## config.mk

```make
export PLATFORM = sky130hd
export DESIGN_NAME = alu_sequencer
export DESIGN_NICKNAME = d
export VERILOG_FILES = /design/src/rtl/alu_pkg.sv /design/src/rtl/alu_seq_regfile.sv /design/src/rtl/alu_sequencer.sv
export SDC_FILE = /design/constraint.sdc
export NUM_CORES = 1
export LEC_CHECK = 0
export BUFFER_PORTS_ARGS = -buffer_cell sky130_fd_sc_hd__buf_4
export CAP_MARGIN = 20
export CORE_MARGIN = 8
export CORE_UTILIZATION = 50
export DETAILED_ROUTE_END_ITERATION = 12
export PLACE_DENSITY = 0.69
export SYNTH_ARGS = -nofsm -noshare
export SYNTH_HDL_FRONTEND = slang
export SYNTH_SLANG_ARGS = --single-unit
```

## constraint.sdc

```tcl
create_clock -name clk -period 2.4 [get_ports clk]
set_clock_uncertainty 0.15 [all_clocks]
set_input_delay 0.48 -clock clk [delete_from_list [all_inputs] [get_ports clk]]
set_output_delay 0.48 -clock clk [all_outputs]
set_load 0.05 [all_outputs]
```

## src/rtl/alu_pkg.sv

```systemverilog
//------------------------------------------------------------------------------
// Module   : alu_pkg
// Purpose  : Shared definitions for the ALU sequencer. Contains the opcode
//            constants, the flag bit positions of the {Z,C,F,N,L} register,
//            the sequencer state encoding, the writeback class enum and the
//            opcode-to-class decoder.
// Ports    : none (package)
// Revision : 1.0 - initial release
//------------------------------------------------------------------------------
`default_nettype none

package alu_pkg;

  // Register index width for the 16-entry register file.
  localparam int c_reg_idx_w = 4;

  // Two-operand opcodes. 0x01..0x09 form one contiguous register-writing range.
  localparam logic [7:0] c_op_and  = 8'h01;
  localparam logic [7:0] c_op_or   = 8'h02;
  localparam logic [7:0] c_op_xor  = 8'h03;
  localparam logic [7:0] c_op_not  = 8'h04;
  localparam logic [7:0] c_op_add  = 8'h05;
  localparam logic [7:0] c_op_addu = 8'h06;
  localparam logic [7:0] c_op_addc = 8'h07;
  localparam logic [7:0] c_op_sub  = 8'h08;
  localparam logic [7:0] c_op_subc = 8'h09;
  localparam logic [7:0] c_op_cmp  = 8'h0B;
  localparam logic [7:0] c_op_cmpu = 8'h0F;

  // High nibbles of opcode families whose low nibble carries an immediate,
  // plus the shift family.
  localparam logic [3:0] c_op_hi_imm5  = 4'h5;
  localparam logic [3:0] c_op_hi_imm6  = 4'h6;
  localparam logic [3:0] c_op_hi_imm7  = 4'h7;
  localparam logic [3:0] c_op_hi_shift = 4'h8;

  // Bit positions inside the {Z,C,F,N,L} flag vector.
  localparam int c_flag_z = 4;
  localparam int c_flag_c = 3;
  localparam int c_flag_f = 2;
  localparam int c_flag_n = 1;
  localparam int c_flag_l = 0;

  typedef enum logic [1:0] {
    ST_IDLE = 2'd0,
    ST_EXEC = 2'd1,
    ST_WB   = 2'd2
  } seq_state_e;

  typedef enum logic [1:0] {
    WB_NOP   = 2'd0,
    WB_WRITE = 2'd1,
    WB_FLAGS = 2'd2
  } wb_class_e;

  // Maps an opcode to what the writeback stage is allowed to update.
  function automatic wb_class_e decode_wb_class(input logic [7:0] op);
    wb_class_e cls;
    cls = WB_NOP;
    if (op >= c_op_and && op <= c_op_subc) begin
      cls = WB_WRITE;
    end else if (op[7:4] == c_op_hi_imm5 || op[7:4] == c_op_hi_imm6 ||
                 op[7:4] == c_op_hi_imm7 || op[7:4] == c_op_hi_shift) begin
      cls = WB_WRITE;
    end else if (op == c_op_cmp || op == c_op_cmpu) begin
      cls = WB_FLAGS;
    end
    return cls;
  endfunction

endpackage

`default_nettype wire

```

## src/rtl/alu_seq_regfile.sv

```systemverilog
//------------------------------------------------------------------------------
// Module   : alu_seq_regfile
// Purpose  : General register file, REG_COUNT x DATA_WIDTH, one synchronous
//            write port and three combinational read ports (A, B, debug).
//            Synchronous reset clears every entry.
// Ports    : clk, reset           - clock, synchronous active-high reset
//            we, waddr, wdata     - write port
//            raddr_a / rdata_a    - operand A read port
//            raddr_b / rdata_b    - operand B read port
//            raddr_dbg / rdata_dbg- debug read port
// Revision : 1.0 - initial release
//------------------------------------------------------------------------------
`default_nettype none

module alu_seq_regfile
  import alu_pkg::*;
#(
  parameter int DATA_WIDTH = 16,
  parameter int REG_COUNT  = 16
) (
  input  logic                   clk,
  input  logic                   reset,
  input  logic                   we,
  input  logic [c_reg_idx_w-1:0] waddr,
  input  logic [DATA_WIDTH-1:0]  wdata,
  input  logic [c_reg_idx_w-1:0] raddr_a,
  output logic [DATA_WIDTH-1:0]  rdata_a,
  input  logic [c_reg_idx_w-1:0] raddr_b,
  output logic [DATA_WIDTH-1:0]  rdata_b,
  input  logic [c_reg_idx_w-1:0] raddr_dbg,
  output logic [DATA_WIDTH-1:0]  rdata_dbg
);

  logic [DATA_WIDTH-1:0] mem_q [REG_COUNT];
  logic [DATA_WIDTH-1:0] mem_d [REG_COUNT];

  always_comb begin
    mem_d = mem_q;
    if (we) begin
      mem_d[waddr] = wdata;
    end
  end

  always_ff @(posedge clk) begin
    if (reset) begin
      for (int i = 0; i < REG_COUNT; i++) begin
        mem_q[i] <= '0;
      end
    end else begin
      mem_q <= mem_d;
    end
  end

  // Reads see the registered contents only, so a write becomes visible the
  // cycle after its edge.
  assign rdata_a   = mem_q[raddr_a];
  assign rdata_b   = mem_q[raddr_b];
  assign rdata_dbg = mem_q[raddr_dbg];

endmodule

`default_nettype wire

```

## src/rtl/alu_sequencer.sv

```systemverilog
//------------------------------------------------------------------------------
// Module   : alu_sequencer
// Purpose  : Multi-cycle controller owning the register file and the {Z,C,F,N,L}
//            flag register. Accepts one instruction per valid/ready handshake,
//            drives an external combinational ALU from registered operands,
//            captures result and flags, then writes back according to the
//            opcode class. Sequence: IDLE -> EXEC -> WB -> IDLE.
// Ports    : clk, reset                         - clock, sync active-high reset
//            req_valid/req_ready/req_opcode/
//            req_rdest/req_rsrc                 - instruction request
//            alu_a/alu_b/alu_opcode/alu_cin     - registered ALU drive
//            alu_c/alu_flags                    - ALU response
//            done_valid/done_result             - completion, one WB cycle
//            flags                              - architectural flag register
//            dbg_addr/dbg_data                  - combinational register peek
//            retire_count                       - only with ALU_SEQ_RETIRE_CNT_EN
// Config   : `define ALU_SEQ_RETIRE_CNT_EN adds a 16-bit retire counter output
//            counting WRITE and FLAGS_ONLY completions.
// Revision : 1.0 - initial release
//------------------------------------------------------------------------------
`default_nettype none

module alu_sequencer
  import alu_pkg::*;
#(
  parameter int DATA_WIDTH = 16,
  parameter int REG_COUNT  = 16
) (
  input  logic                   clk,
  input  logic                   reset,
  input  logic                   req_valid,
  output logic                   req_ready,
  input  logic [7:0]             req_opcode,
  input  logic [c_reg_idx_w-1:0] req_rdest,
  input  logic [c_reg_idx_w-1:0] req_rsrc,
  output logic [DATA_WIDTH-1:0]  alu_a,
  output logic [DATA_WIDTH-1:0]  alu_b,
  output logic [7:0]             alu_opcode,
  output logic                   alu_cin,
  input  logic [DATA_WIDTH-1:0]  alu_c,
  input  logic [4:0]             alu_flags,
  output logic                   done_valid,
  output logic [DATA_WIDTH-1:0]  done_result,
  output logic [4:0]             flags,
  input  logic [c_reg_idx_w-1:0] dbg_addr,
  output logic [DATA_WIDTH-1:0]  dbg_data
`ifdef ALU_SEQ_RETIRE_CNT_EN
  ,
  output logic [15:0]            retire_count
`endif
);

  seq_state_e             state_q,     state_d;
  wb_class_e              cls_q,       cls_d;
  logic [DATA_WIDTH-1:0]  a_q,         a_d;
  logic [DATA_WIDTH-1:0]  b_q,         b_d;
  logic [7:0]             opcode_q,    opcode_d;
  logic [c_reg_idx_w-1:0] rdest_q,     rdest_d;
  logic [DATA_WIDTH-1:0]  result_q,    result_d;
  logic [4:0]             stflags_q,   stflags_d;
  logic [4:0]             flags_q,     flags_d;
  logic                   done_valid_q, done_valid_d;
  logic                   ready_q,     ready_d;
`ifdef ALU_SEQ_RETIRE_CNT_EN
  logic [15:0]            retire_q,    retire_d;
`endif

  logic                   rf_we;
  logic [DATA_WIDTH-1:0]  rf_rdata_a;
  logic [DATA_WIDTH-1:0]  rf_rdata_b;

  alu_seq_regfile #(
    .DATA_WIDTH (DATA_WIDTH),
    .REG_COUNT  (REG_COUNT)
  ) u_regfile (
    .clk       (clk),
    .reset     (reset),
    .we        (rf_we),
    .waddr     (rdest_q),
    .wdata     (result_q),
    .raddr_a   (req_rdest),
    .rdata_a   (rf_rdata_a),
    .raddr_b   (req_rsrc),
    .rdata_b   (rf_rdata_b),
    .raddr_dbg (dbg_addr),
    .rdata_dbg (dbg_data)
  );

  always_comb begin
    state_d   = state_q;
    cls_d     = cls_q;
    a_d       = a_q;
    b_d       = b_q;
    opcode_d  = opcode_q;
    rdest_d   = rdest_q;
    result_d  = result_q;
    stflags_d = stflags_q;
    flags_d   = flags_q;
    rf_we     = 1'b0;
`ifdef ALU_SEQ_RETIRE_CNT_EN
    retire_d  = retire_q;
`endif

    case (state_q)
      ST_IDLE: begin
        if (req_valid) begin
          a_d      = rf_rdata_a;
          b_d      = rf_rdata_b;
          opcode_d = req_opcode;
          rdest_d  = req_rdest;
          cls_d    = decode_wb_class(req_opcode);
          state_d  = ST_EXEC;
        end
      end
      ST_EXEC: begin
        // NOPs report a zero result regardless of what the ALU produced.
        result_d  = (cls_q == WB_NOP) ? '0 : alu_c;
        stflags_d = alu_flags;
        state_d   = ST_WB;
      end
      ST_WB: begin
        if (cls_q != WB_NOP) begin
          flags_d = stflags_q;
`ifdef ALU_SEQ_RETIRE_CNT_EN
          retire_d = retire_q + 16'd1;
`endif
        end
        rf_we   = (cls_q == WB_WRITE);
        state_d = ST_IDLE;
      end
      default: begin
        state_d = ST_IDLE;
      end
    endcase

    // Handshake outputs are registered copies of the next-state decode.
    done_valid_d = (state_d == ST_WB);
    ready_d      = (state_d == ST_IDLE);
  end

  always_ff @(posedge clk) begin
    if (reset) begin
      state_q      <= ST_IDLE;
      cls_q        <= WB_NOP;
      a_q          <= '0;
      b_q          <= '0;
      opcode_q     <= '0;
      rdest_q      <= '0;
      result_q     <= '0;
      stflags_q    <= '0;
      flags_q      <= '0;
      done_valid_q <= 1'b0;
      ready_q      <= 1'b1;
`ifdef ALU_SEQ_RETIRE_CNT_EN
      retire_q     <= '0;
`endif
    end else begin
      state_q      <= state_d;
      cls_q        <= cls_d;
      a_q          <= a_d;
      b_q          <= b_d;
      opcode_q     <= opcode_d;
      rdest_q      <= rdest_d;
      result_q     <= result_d;
      stflags_q    <= stflags_d;
      flags_q      <= flags_d;
      done_valid_q <= done_valid_d;
      ready_q      <= ready_d;
`ifdef ALU_SEQ_RETIRE_CNT_EN
      retire_q     <= retire_d;
`endif
    end
  end

  assign req_ready   = ready_q;
  assign alu_a       = a_q;
  assign alu_b       = b_q;
  assign alu_opcode  = opcode_q;
  // Flags only move at the WB edge, so the carry-in is stable for all of EXEC.
  assign alu_cin     = flags_q[c_flag_c];
  assign done_valid  = done_valid_q;
  assign done_result = result_q;
  assign flags       = flags_q;
`ifdef ALU_SEQ_RETIRE_CNT_EN
  assign retire_count = retire_q;
`endif

endmodule

`default_nettype wire

```

==> metrics list, run 1 <==
- The flow ran to the end, but the final reports show violations.
- The checks that failed: negative setup slack.
- Worst VDD drop: roughly 480 uV
- Die outline width: 203.4 um
- In this run the top signal layer used is met4.
* Clock H-tree levels: 2
- Largest buffer count on any clock path: 3
* Std cell rows: between 60 and 70
- Across all setup checks in the final design, the least slack found is -0.3054 ns.
- The number of cells on the worst reg-to-reg path is 5.
- Setup violations remaining at the end of the flow were counted as 16.
- Of the available clock period, the critical path in the final layout requires 112.7%.
* Critical path capture point type: primary output
- Vias/cell: around 6.4
* Number of maximum-capacitance violations: 0
- Die Y-Extent: 203.4 um
* 1st-pass router iterations: 7
- DP Wirelength: 34,840 um
* Detailed-route via count: 13,860
- The synthesized netlist contains 36 unique library cells.
- At the later pin of the worst-skew pair, clock insertion delay measures 0.54 ns.
- STA puts the critical path data required time at ~1.8 ns.
- Detail Route met2 WL: 26,260 um
* Gpl congestion: 0.8890
- Vias in the first global route: around 14,000
- In the layout the commonest cells are sky130_fd_sc_hd__mux2i_1 (310), sky130_fd_sc_hd__nor2_1 (287), sky130_fd_sc_hd__buf_4 (267).
* Post-CTS clock slew at the launch and capture registers of the worst setup and hold paths: 0.06 ns
- Ranked by total cell area, the synthesized netlist is headed by sky130_fd_sc_hd__dfxtp_1 (38%), sky130_fd_sc_hd__mux4_2 (27%), sky130_fd_sc_hd__mux2i_1 (18%).
- Global-route wire length before repair: ~86,000 um
- The routed design could run at a clock period as short as about 2.7 ns.
- Top cell type's share of synthesized area: 37.72%
- Pin count of the biggest net entering global routing: 92
* Critical path arrival: around 2.1 ns
- Clock Sinks: 331
- Primary FF master, synth: sky130_fd_sc_hd__dfxtp_1
- The share of the Yosys chip area taken by registers is 37.72%.
* Gate count after technology mapping: roughly 1,500
* Normalized max-slew margin: 61.83%
- The Yosys step of the flow raised 0 warnings.
* PortBufs: 123
- Setup repair after global routing could not meet its margin everywhere.
- Io pins: 124
- Number of stages on the worst hold path: 3
- The area growth from synthesis to layout is 24.99%.
* Power density relative to cell area: approximately 560 nW/um2
* Die area: 41,390 um2
- Number of nets in the final layout: 1,729
* CP Max Fanout: 2
- After global routing the overflow that remains totals 0.
- Final Hold Vio Count: 0
- Buffers inserted during clock tree synthesis total 38.
- When the netlist entered floorplanning its net count stood at 1,527.
- Hold-fix buffers, CTS: 0
* Final instance area: 21,960 um2
* Total cell area at the placement stage: 19,440 um2
- For this run, asynchronously set or reset flops after synthesis account for 0%.
- The synthesized design spends more area on one cell type than any other, namely sky130_fd_sc_hd__dfxtp_1.
- The detail route stage leaves a number of antenna-violating nets equal to 0.
* Kind of critical path: reg -> out
- Wirelength, routed: 57,080 um
* Number of antenna violations at the first check in global routing: 0
* Cell Area, Synth: about 18,000 um2
- After the first detailed-routing iteration, the DRC count stood at 1,679.
- Final routed DRC violation total: 0
- Final routed wire length divided by cell count: 26.34 um
- Routed metal-1 wirelength: 23,180 um
* Starting utilization of the core area: 50.86%
- Number of synthesized flops with an enable pin: 0
- Pleak: 9.732 nW
* CORE AREA: roughly 35,000 um2
- In this run the mean area of a mapped cell was about 12 um2.
* Cell at the root of the clock tree: sky130_fd_sc_hd__clkbuf_16
- Ratio of cells with drive above 1 in the final layout: a little under half
- Max Clock Freq: 369.6 MHz
* Length of routed met3 wiring: 5784 um
- Fill cells in the final layout number 2,644.
* Clock tree from TritonCTS: done
* Most common cell after layout, fill and taps aside: sky130_fd_sc_hd__mux2i_1
- The design draws 12.37 mW.
- In the global route stage, overall resource usage came out at a little over a quarter.
- Pins over their slew limit: 0
- Slew at the pin with the worst max-slew slack: approximately 0.57 ns
- Flip-flop and latch count after synthesis: 331
* Critical Path Start Type: flip-flop
* Worst min-delay path category: in -> reg
layout make-up:
class / count / area [um2] / area share [%]
Multi-Input combinational cell: 992 / 10180 / 46.38
Sequential cell: 331 / 6868 / 31.28
Timing Repair Buffer: 321 / 3060 / 13.94
Clock buffer: 58 / 1200 / 5.464
Tap cell: 455 / 569.3 / 2.593
Clock inverter: 8 / 70.07 / 0.3191
Inverter: 1 / 3.754 / 0.01709
Antenna cell: 1 / 2.502 / 0.01140
cell usage after synthesis (all sizes together), types with 2 or more instances:
library cell	number
a21oi	18
a22oi	32
and3	2
and4	2
buf	69
clkbuf	90
dfxtp	331
mux2i	310
mux4	208
nand2	52
nand3	11
nand3b	17
nand4	3
nor2	288
nor2b	4
nor3b	2
o211ai	17
o221ai	16
critical path, cell delays in order, from the launching register on:
cell and delay (ns):
sky130_fd_sc_hd__dfxtp_2 0.32, sky130_fd_sc_hd__mux4_2 0.48, sky130_fd_sc_hd__mux4_2 0.55, sky130_fd_sc_hd__buf_8 0.18
cells by family after synthesis:
| logic type | count (synthesis) | share of synthesized area (%) |
|---|---|---|
| compound gates | 85 | 3.839 |
| buf+inv | 160 | 4.309 |
| flops | 331 | 37.72 |
| mux | 518 | 44.33 |
| simple gates | 389 | 9.807 |
layer usage:
| layer | track usage (%) | vias to the layer above |
|---|---|---|
| li1 | - | 5942 |
| met1 | 36.71 | 6933 |
| met2 | 42.03 | 850 |
| met3 | 6.395 | 136 |
| met4 | 9.557 | 0 |
| met5 | 0 | - |
final timing paths:
path,startpoint,end,slack [ns]
max,u_regfile.mem_q[3],dbg_data[3],-0.31
min,alu_c[15],done_result[15],0.03
max reg2reg,state_q[1],alu_b[10],0.32
min reg2reg,stflags_q[0],stflags_q[0],0.30
stage by stage:
step           hold WS, ns  worst slack, ns  util (%)  TNS (ns)  std cells
2_1_floorplan       0.2860          -0.1085         -    -1.721       1483
3_3_place_gp        0.2924          -0.3975     56.27    -5.612       2003
3_5_place_dp        0.2963          -0.4073     56.27    -5.910       2003
4_1_cts            0.01070          -0.3120     63.24    -4.392       2157
5_1_grt            0.02277          -0.3254     63.56    -4.677       2166
6_report           0.02817          -0.3054     63.57    -4.222       2167
sequential cells by signal, summed over array words and instances, names as in the netlist:
register / cells
u_regfile.mem_q: 256
alu_a: 16
alu_b: 16
done_result: 16
alu_opcode: 8
flags: 5
stflags_q: 5
rdest_q: 4
cls_q: 2
state_q: 2
req_ready: 1
where the power goes:
part	switching, mW	total (mW)	internal (mW)
Clock	2.35	5.89	3.54
Sequential	0.0185	5.53	5.51
Combinational	0.563	0.944	0.381
timing repair:
item / 4_1_cts / 5_1_grt
resized for setup: 204 / 31
endpoints found under the setup margin: 16 / 16
hold endpoints to repair: 0 / 0
buffers inserted: 82 / 9
cloned: 6 / 0
Note: power is estimated with default switching activity, not from simulation.
==> run 2, diff against run 1 <==
- CORE_MARGIN: 8 -> 10
- CORE_UTILIZATION: 50 -> 40
- PLACE_DENSITY: 0.69 -> 0.57
==> metrics list, run 2 (synthesis results as in run 1) <==
- Status: finished, violations left
- Violations in the final reports: negative setup slack
- The width of the die was 229.6 um (+13%).
* Clock tree from TritonCTS: done
- Std cell rows: 76 (+12%)
- Final Hold Vio Count: 0 (unchanged)
- The initial standard-cell utilization of the core came to 40.60% (-10 points).
* Vias in the first global route: 13,330 (-2.0%)
- STA classifies the critical path endpoint as a primary output.
* Ratio of final minimum period to clock period: 113.6% (+0.83 points)
* Number of DRC markers in iteration 0: 1,249 (-26%)
* Global-route wire length before repair: 89,350 um (+3.8%)
* Pins over their slew limit: 0 (unchanged)
- Vias/cell: 5.911 (-7.6%)
* Number of maximum-capacitance violations: 0 (unchanged)
- Critical path arrival: 2.10 ns (+0.02 ns)
* CORE AREA: 43,270 um2 (+25%)
* Die Y-Extent: 229.6 um (+13%)
* Io pins: 124 (unchanged)
- Ratio of cells with drive above 1 in the final layout: 46.44% (-0.49 points)
* Worst setup path endpoint: dbg_data[1]
- The worst IR drop on VDD was 367.7 uV (-23%).
* Fin util: 50.89% (-13 points)
* Final routed DRC violation total: 0 (unchanged)
- The required time reported for the critical path endpoint was 1.77 ns (about the same).
- The setup slack of the worst register-to-register path is 0.34 ns (+0.02 ns).
- The total wire length came to 60,050 um (+5.2%).
- Remaining global-route overflow: 0 (unchanged)
- Number of antenna violations at the first check in global routing: 0 (unchanged)
* GRT Overall Usage: 22.15% (-4.9 points)
- The critical path is of the reg -> out type.
- Post-CTS clock slew at the launch and capture registers of the worst setup and hold paths: 0.06 ns (about the same)
- Pleak: 9.655 nW (-0.79%)
* Startpoint of the tightest hold check path: alu_c[1]
* Most common cell after layout, fill and taps aside: sky130_fd_sc_hd__mux2i_1
* Final critical delay including setup and external delays: 2.725 ns (+0.02000 ns)
* Die area: 52,700 um2 (+27%)
- The power density relative to cell area is 574.2 nW/um2 (+1.9%).
- The depth of the worst register-to-register path was 4 (-1).
- The fill cell total of the finished layout came to 3,791 (+43%).
- The total number of H-tree levels is 2 (unchanged).
- Number of diodes: 0 (-1)
- The root buffer cell chosen for the clock tree is sky130_fd_sc_hd__clkbuf_16.
- The count of input and output buffers was 123 (unchanged).
- Tracing the worst setup path back leads to its startpoint at u_regfile.mem_q[1].
* Max Clock Freq: 366.9 MHz (-0.73%)
- Setup repair after global routing could not meet its margin everywhere.
- Normalized max-slew margin: 64.45% (+2.6 points)
- Final routed wire length divided by cell count: 26.27 um (-0.27%)
- Crit Reg-Reg Endpoint: alu_a[8]
- CP Max Fanout: 4 (+2)
- Area Growth Syn to Fin: 25.33%
* Setup slack of the critical path after layout: -0.3254 ns (-0.02000 ns)
- The routability-driven placement congestion ratio came to 0.9017 (+1.4%).
- The final total power is 12.64 mW (+2.2%).
- The path class of the tightest hold or removal check is in -> reg.
* Critical R2R Launch: state_q[0]
- The area after detailed placement is 19,540 um2 (+0.54%).
* Register ranked first by flip-flop count: u_regfile.mem_q
- Critical Path Start Type: flip-flop
- Detailed-route via count: 13,510 (-2.5%)
- # setup viols final: 16 (unchanged)
- 1st-pass router iterations: 5 (-2)
* Number of flip-flops in the largest register: 256 (unchanged)
- Clock Sinks: 331 (unchanged)
* Number of nets in the final layout: 1,716 (-0.75%)
- In the layout the commonest cells are sky130_fd_sc_hd__mux2i_1 (310), sky130_fd_sc_hd__nor2_1 (287), sky130_fd_sc_hd__buf_4 (255).
- Largest buffer count on any clock path: 3 (unchanged)
- The latest clock arrival within the worst-skew pair was 0.55 ns (about the same).
* Pin count of the biggest net entering global routing: 95 (+3.3%)
- The final antenna-violating net count was 0 (unchanged).
- The number of buffers inserted during clock tree synthesis was 39 (+2.6%).
- The detailed-placement wirelength estimate is 38,470 um (+10%).
- Slew at the pin with the worst max-slew slack: 0.5309 ns (-0.03914 ns)
- The final cell area excluding filler cells is 22,020 um2 (+0.27%).
-- run 2: cell count changes in the layout (fill, tap and decap cells not counted), moves of 4 or more --
| cell | before | now |
|---|---|---|
| sky130_fd_sc_hd__buf_4 | 267 | 255 |
| sky130_fd_sc_hd__dfxtp_2 | 181 | 177 |
| sky130_fd_sc_hd__clkbuf_16 | 41 | 45 |
| sky130_fd_sc_hd__dfxtp_1 | 146 | 151 |
| sky130_fd_sc_hd__clkinv_2 | 5 | 10 |
| sky130_fd_sc_hd__buf_12 | 29 | 24 |
-- run 2: worst min-delay path by stage --
stage	endpoint	slack, ns	depth (start not counted)
floorplan	stflags_q[0]	0.29	2
global placement	alu_opcode[2]	0.29	2
detailed placement	alu_opcode[4]	0.30	2
CTS	done_result[1]	0.0004	3
global route	done_result[10]	0.02	3
finish	done_result[1]	0.01	3
-- run 2: worst max-delay path: stages, from the launching register on --
cell,delay (ns)
sky130_fd_sc_hd__dfxtp_2,0.35
sky130_fd_sc_hd__mux4_2,0.48
sky130_fd_sc_hd__mux4_2,0.54
sky130_fd_sc_hd__buf_8,0.18
-- run 2: timing repair --
action	CTS	global route
hold buffers	1	0
setup buffers	68	8
resized for setup	189	36
setup endpoints to repair	16	16
hold endpoints to repair	1	0
gates cloned	3	4
-- run 2: through the flow --
stage / TNS [ns] / instances / hold WS, ns / worst slack, ns
2_1_floorplan: -1.721 / 1483 / 0.2860 / -0.1085
3_3_place_gp: -5.793 / 2132 / 0.2927 / -0.4097
6_report: -4.444 / 2286 / 0.01442 / -0.3254
3_5_place_dp: -6.110 / 2132 / 0.2979 / -0.4376
5_1_grt: -4.968 / 2286 / 0.02047 / -0.3492
4_1_cts: -4.733 / 2274 / 0.0003832 / -0.3431
-- run 2: power by group --
part	total (mW)	leakage (nW)	switching, mW	internal, mW
clock	6.13	0.649	2.45	3.68
combinational	0.974	6.24	0.586	0.388
sequential	5.53	2.76	0.0194	5.51
total	12.6	9.66	3.06	9.58
-- run 2: per-layer routing --
| layer | GRT usage, % | part of all wire [%] | vias to the layer above |
|---|---|---|---|
| met5 | 0 | 0 | - |
| met4 | 6.600 | 2.8 | 0 |
| met3 | 4.549 | 8.0 | 109 |
| met2 | 35.68 | 48 | 637 |
| met1 | 29.48 | 41 | 6848 |
| li1 | - | - | 5918 |
-- run 2: cell type report --
cell class	instances	area [um2]	area share (%)
Multi-Input combinational cell	992	10180	46.26
Sequential cell	331	6859	31.15
Timing Repair Buffer	307	2913	13.23
Clock buffer	52	1147	5.211
Tap cell	585	732.0	3.324
Clock inverter	18	177.7	0.8070
Inverter	1	3.754	0.01705
